--- src/rtl/serial_subtractor_pkg.sv ---
// Shared types and defaults for the bit-serial subtractor.
package serial_subtractor_pkg;

  localparam int WIDTH_DEF = 4;

  typedef enum logic [1:0] {
    IDLE  = 2'd0,
    SHIFT = 2'd1,
    DONE  = 2'd2
  } state_t;

endpackage

--- src/rtl/serial_subtractor_fs.sv ---
// One-bit full subtractor: d = a - b - bin.
module full_subtractor (
  input  logic a,
  input  logic b,
  input  logic bin,
  output logic d,
  output logic bout
);

  assign d    = a ^ b ^ bin;
  assign bout = (~a & b) | (~(a ^ b) & bin);

endmodule

--- src/rtl/serial_subtractor.sv ---
// Bit-serial subtractor o = i1 - i2 - bin, LSB first, one bit per clock.
module serial_subtractor
  import serial_subtractor_pkg::*;
#(
  parameter int WIDTH = WIDTH_DEF
) (
  input  logic             clk,
  input  logic             rst,
  input  logic             start,
  input  logic [WIDTH-1:0] i1,
  input  logic [WIDTH-1:0] i2,
  input  logic             bin,
  output logic             busy,
  output logic             done,
  output logic [WIDTH-1:0] o,
  output logic             bout,
  output logic             ovf,
  output logic             zero
);

  localparam int CW = $clog2(WIDTH + 1);
  localparam logic [CW-1:0] LAST = CW'(WIDTH - 1);

  state_t state, state_n;

  logic [WIDTH-1:0] a, b, res, res_n;
  logic [CW-1:0]    cnt;
  logic             br, amsb, bmsb;
  logic             d, br_n, last;

  full_subtractor u_fs (
    .a    (a[0]),
    .b    (b[0]),
    .bin  (br),
    .d    (d),
    .bout (br_n)
  );

  assign res_n = {d, res[WIDTH-1:1]};
  assign last  = (cnt == LAST);

  always_ff @(posedge clk or posedge rst) begin
    if (rst) state <= IDLE;
    else     state <= state_n;
  end

  always_comb begin
    state_n = state;
    busy    = 1'b0;
    done    = 1'b0;
    unique case (state)
      IDLE: if (start) state_n = SHIFT;
      SHIFT: begin
        busy = 1'b1;
        if (last) state_n = DONE;
      end
      DONE: begin
        done    = 1'b1;
        state_n = IDLE;
      end
      default: state_n = IDLE;
    endcase
  end

  // Flags are written only on the final shift so no partial result leaks out.
  always_ff @(posedge clk or posedge rst) begin
    if (rst) begin
      a    <= '0;
      b    <= '0;
      res  <= '0;
      cnt  <= '0;
      br   <= 1'b0;
      amsb <= 1'b0;
      bmsb <= 1'b0;
      o    <= '0;
      bout <= 1'b0;
      ovf  <= 1'b0;
      zero <= 1'b0;
    end else begin
      case (state)
        IDLE: begin
          if (start) begin
            a    <= i1;
            b    <= i2;
            br   <= bin;
            res  <= '0;
            cnt  <= '0;
            amsb <= i1[WIDTH-1];
            bmsb <= i2[WIDTH-1];
          end
        end
        SHIFT: begin
          a   <= a >> 1;
          b   <= b >> 1;
          br  <= br_n;
          res <= res_n;
          cnt <= cnt + CW'(1);
          if (last) begin
            o    <= res_n;
            bout <= br_n;
            ovf  <= (amsb != bmsb) && (d != amsb);
            zero <= (res_n == '0);
          end
        end
        default: ;
      endcase
    end
  end

endmodule

--- config.mk ---
export PLATFORM = sky130hd
export DESIGN_NAME = serial_subtractor
export DESIGN_NICKNAME = d
export VERILOG_FILES = /design/src/rtl/serial_subtractor_pkg.sv /design/src/rtl/serial_subtractor_fs.sv /design/src/rtl/serial_subtractor.sv
export SDC_FILE = /design/constraint.sdc
export NUM_CORES = 1
export LEC_CHECK = 0
export CAP_MARGIN = 10
export CORE_MARGIN = 2
export CORE_UTILIZATION = 54
export CTS_CLUSTER_DIAMETER = 80
export DETAILED_ROUTE_END_ITERATION = 16
export PLACE_DENSITY = 0.9
export SYNTH_ARGS = -nofsm -noshare
export SYNTH_HDL_FRONTEND = slang
export SYNTH_SLANG_ARGS = --single-unit
--- constraint.sdc ---
create_clock -name clk -period 3.3 [get_ports clk]
set_input_delay 0.825 -clock clk [delete_from_list [all_inputs] [get_ports clk]]
set_output_delay 0.825 -clock clk [all_outputs]
set_load 0.05 [all_outputs]
# == Word-level counts from Yosys, hierarchy flattened ==
# Cells that the tools add are included.
# op_classes
n_addsub,1
mul,0
div_mod_pow,0
order_cmp,0
eq_ne,7
n_shift,0
n_mux,15
n_bitwise,7
reduce_logical,8
# op_table
operator,count
$pmux W4 S2,3
$mux W4,3
$reduce_and A2 Y1,4
$pmux W3 S2,1
$logic_not A4 Y1,1
$mux W2,2
$ne A2 B2 Y1 const B,2
$pmux W2 S2,1
$add A3 B1 Y3 const B,1
$eq A3 B2 Y1 const B,1
$mux W1,3
$mux W3,1
$and A1 B1 Y1,2
$eq A2 B1 Y1 const B,1
$eq A2 B2 Y1 const B,1
$logic_not A2 Y1,1
$ne A1 B1 Y1,2
$not A1 Y1,2
$pmux W1 S2,1
$reduce_bool A2 Y1,1
$xor A1 B1 Y1,2
$logic_and A1 B1 Y1,1
$or A1 B1 Y1,1
# word_totals
regBits,27
latchBits,0
ramBits,0
romBits,0
inputBits,12
out_inout_bits,9
elab_cells,50
memories,0

# == Logic depth before layout (Yosys ltp) ==
# logic_depth
word_depth,5
depth_mapped,6
mapped_depth_nobuf,5

# == Modules after synthesis ==
# A second synthesis with hierarchy kept.
# unflattened
cells_unflattened,107
area_unflattened_um2,1242.4
# modules_own_cells
mod,instances,cells_each,area_per_inst_um2,seq_area_each_um2
serial_subtractor,1,103,1211.2,650.6
full_subtractor,1,4,31.3,0.0

# == Worst setup path after synthesis ==
# OpenSTA, ideal clock, no wires.
# synth_path
kind,register to output
start,register state[0]
end,output port done
arrival_time_ns,1.275
required_ns,2.475
path_slack_ns,1.200
stages_incl_launch_ff,3
n_path_buf,1
path_cell_list,dfrtp_1 -> buf_4 -> nor2b_1
# synth_between
elab_chain_cells,2
# synth_rtl
element,line_no,text
from (decl),serial_subtractor.sv:24,"state_t state, state_n;"
from (signal assigned),serial_subtractor.sv:44,else state <= state_n;
$eq A2 B2 Y1,serial_subtractor.sv:51,unique case (state)
$mux W1,serial_subtractor.sv:51,
to (decl),serial_subtractor.sv:14,"output logic done,"
# Every way passes these cells.

# == Final worst setup path ==
# layout_path
start,register state[0]
end,output port busy
# layout_between
elab_chain_cells,2
# layout_rtl
element,line_no,text
$eq A2 B1 Y1,serial_subtractor.sv:51,
$mux W1,serial_subtractor.sv:51,
to (decl),serial_subtractor.sv:13,"output logic busy,"
# Every way passes these cells.

==> flow_metrics.tcl <==
set metrics [dict create \
    grt_util_all_layers 0.203 \
    yosysWarningCount 0 \
    reg2reg_slack_ns 1.60 \
    grt_max_degree 27 \
    max_slew_margin 0.371 \
    cp-end-kind "output pin" \
    root_buffer "clkbuf_4" \
    layout-drive-gt1-share 0.109 \
    synthDistinctLibCells 24 \
    p_leak_nw 0.616 \
    timing.fmax_mhz 341 \
    cts_hold_buf 0 \
    power_mw 1.38 \
    synth.area.top_cells "dfrtp_1 57%, mux2_2 5.9%, o21ai_0 4.8%" \
    rsz0062_at_grt "false" \
    post-cts-setup-buffer-count 0 \
    vias 782 \
    worstPathArrival_ns 2.11 \
    vdd_ir_drop_max_mv 0.586 \
    first_pass_iters 4 \
    die_w_um 49.9 \
    drv_slew 0 \
    fin_crit_sh 0.889 \
    clock-sinks 26 \
    die_y_um 49.9 \
    async_reset_ff_frac 1.00 \
    route.antenna.remaining_nets 0 \
    netlist_area_um2 1140 \
    gp_congestion 0.823 \
    cap_violations 0 \
    synthXorXnorAreaFrac 0 \
    start_util 0.575 \
    hold_viol 0 \
    power.density_nw_per_um2 993 \
    worst_pin_slew_ns 0.942 \
    avgSynthCellArea_um2 11.6 \
    clockBufferDepth 2 \
    dieArea_um2 2490 \
    hpwl_mm 1.61 \
    port_buffers 20 \
    critPathRequiredTime_ns 2.47 \
    worst-setup-path-type "reg -> out" \
    reg2reg_depth 4 \
    overflow 0 \
    synthDominantCellAreaShare 0.571 \
    wl_per_cell_um 14.6 \
    ys_seq_area_frac 0.571 \
    path_clk_slew_ns 0.13 \
    viasPerCell 5.36 \
    syn_inst 98 \
    synthSimpleGateAreaFrac 0.0911 \
    cts_resized 0 \
    fp-row-count 16 \
    outcome "finished, final reports clean" \
    antenna_cells 0 \
    min_path_type "reg -> reg" \
    post-route-min-period_ns 2.93 \
    setup_viol 0 \
    syn-num-nets 114 \
    synth_top_cells_by_count "26 x dfrtp_1, 11 x nand2_1, 11 x o21ai_0" \
    start_kind "flop" \
    seq_area_um2 651 \
    final_util 0.703 \
    ioPinCount 21 \
    synth_compound_area_frac 0.173 \
    drt_wl_total_mm 2.13 \
    fill_cells 151 \
    core_um2 1980 \
    yosys-mux-area-fraction 0.0593 \
    yosysMostFrequentCell "dfrtp_1" \
    cp_max_fo 14 \
    synth_top_family_by_area "compound AO/OA/AOI/OAI gates" \
    drc_errors 0 \
    synth_seq_cells 26 \
    cts_buffers 3 \
    finClkSkew_ns 0.00390 \
    grt_pass1_vias 834 \
    synthAdderAreaFrac 0.0571 \
    cts_tree "built" \
    nets 136 \
    finalSetupTns_ns 0 \
    multi_input_area_um2 434 \
    synth-main-ff-cell "dfrtp_1" \
    drtIter0Drc 9 \
    yosysTopAreaCell "dfrtp_1" \
    antenna_found_initial 0 \
    synth_edf_count 0 \
    area_growth_pct 22.2 \
    grt_pass1_wl_mm 3.80 \
    htreeDepth 1 \
    hold_path_depth 2 \
    insertion_delay_ns 0.32 \
]
## routing by layer
metal  routed length (um)  track usage  share of wire
met1                  932        0.262           0.44
met2                 1100        0.329           0.51
met3                   78       0.0424          0.037
met4                   26       0.0880          0.012
met5                    0            0              0
## state kept, by name, indices dropped and copies added (netlist names), 2 cells and up
register / count
o: 4
a: 4
state: 2
b: 4
cnt: 3
res: 3
## metrics by stage
stage	setup slack, ns	hold WS [ns]	cells	area, um^2
5_1_grt	0.245	0.540	146	1390
2_1_floorplan	1.20	0.450	98	1140
4_1_cts	0.369	0.505	146	1390
6_report	0.368	0.500	146	1390
3_5_place_dp	0.756	0.471	142	1360
3_3_place_gp	0.809	0.462	142	1360
## worst max-delay path, cell delays in order, from the launching register on
cell,delay (ns)
dfrtp_1,0.66
nand2b_2,0.15
inv_1,0.16
clkdlybuf4s50_1,0.83
## power breakdown
group          switching [mW]  internal (mW)  leakage [nW]  total (mW)
clock network          0.0887         0.0675        0.0210       0.156
registers               0.119          0.453         0.327       0.572
logic                   0.377          0.278         0.268       0.655
## path summary, 6_finish.rpt
kind | start | to
worst max register to register | cnt[0] | o[1]
max in group asynchronous | rst | a[3]
worst min-delay path | bout | bout
min in group asynchronous | rst | res[3]
worst max-delay path | state[0] | busy
worst min register to register | bout | bout
## cells by family (layout without fill, tap and decap cells)
| family | count (synthesis) | after routing |
|---|---|---|
| fa+ha+maj | 4 | 4 |
| compound gates | 30 | 30 |
| simple gates | 20 | 20 |
| buf+inv | 12 | 33 |
| mux | 6 | 6 |
| flops | 26 | 26 |
## cell usage in the layout, fill, tap and decap left out, types with 2 or more instances in the layout
| master | netlist | layout |
|---|---|---|
| clkdlybuf4s50_1 | 0 | 20 |
| clkbuf_4 | 0 | 3 |
| mux2_2 | 6 | 6 |
| inv_1 | 8 | 8 |
| nor2b_1 | 3 | 3 |
| a21oi_1 | 3 | 3 |
| a22o_1 | 5 | 5 |
| dfrtp_1 | 26 | 26 |
| fa_1 | 2 | 2 |
| ha_1 | 2 | 2 |
| o21ai_0 | 11 | 11 |
| nand2_1 | 11 | 11 |
| a22oi_1 | 6 | 6 |
## area by class of cell
cell class	count	share of cell area
tap	27	0.0243
clock buffer	4	0.0261
multi-input combinational	60	0.312
inverter	8	0.0216
sequential	26	0.467
timing repair buffer	21	0.149
(Power assumes the default switching activity.)
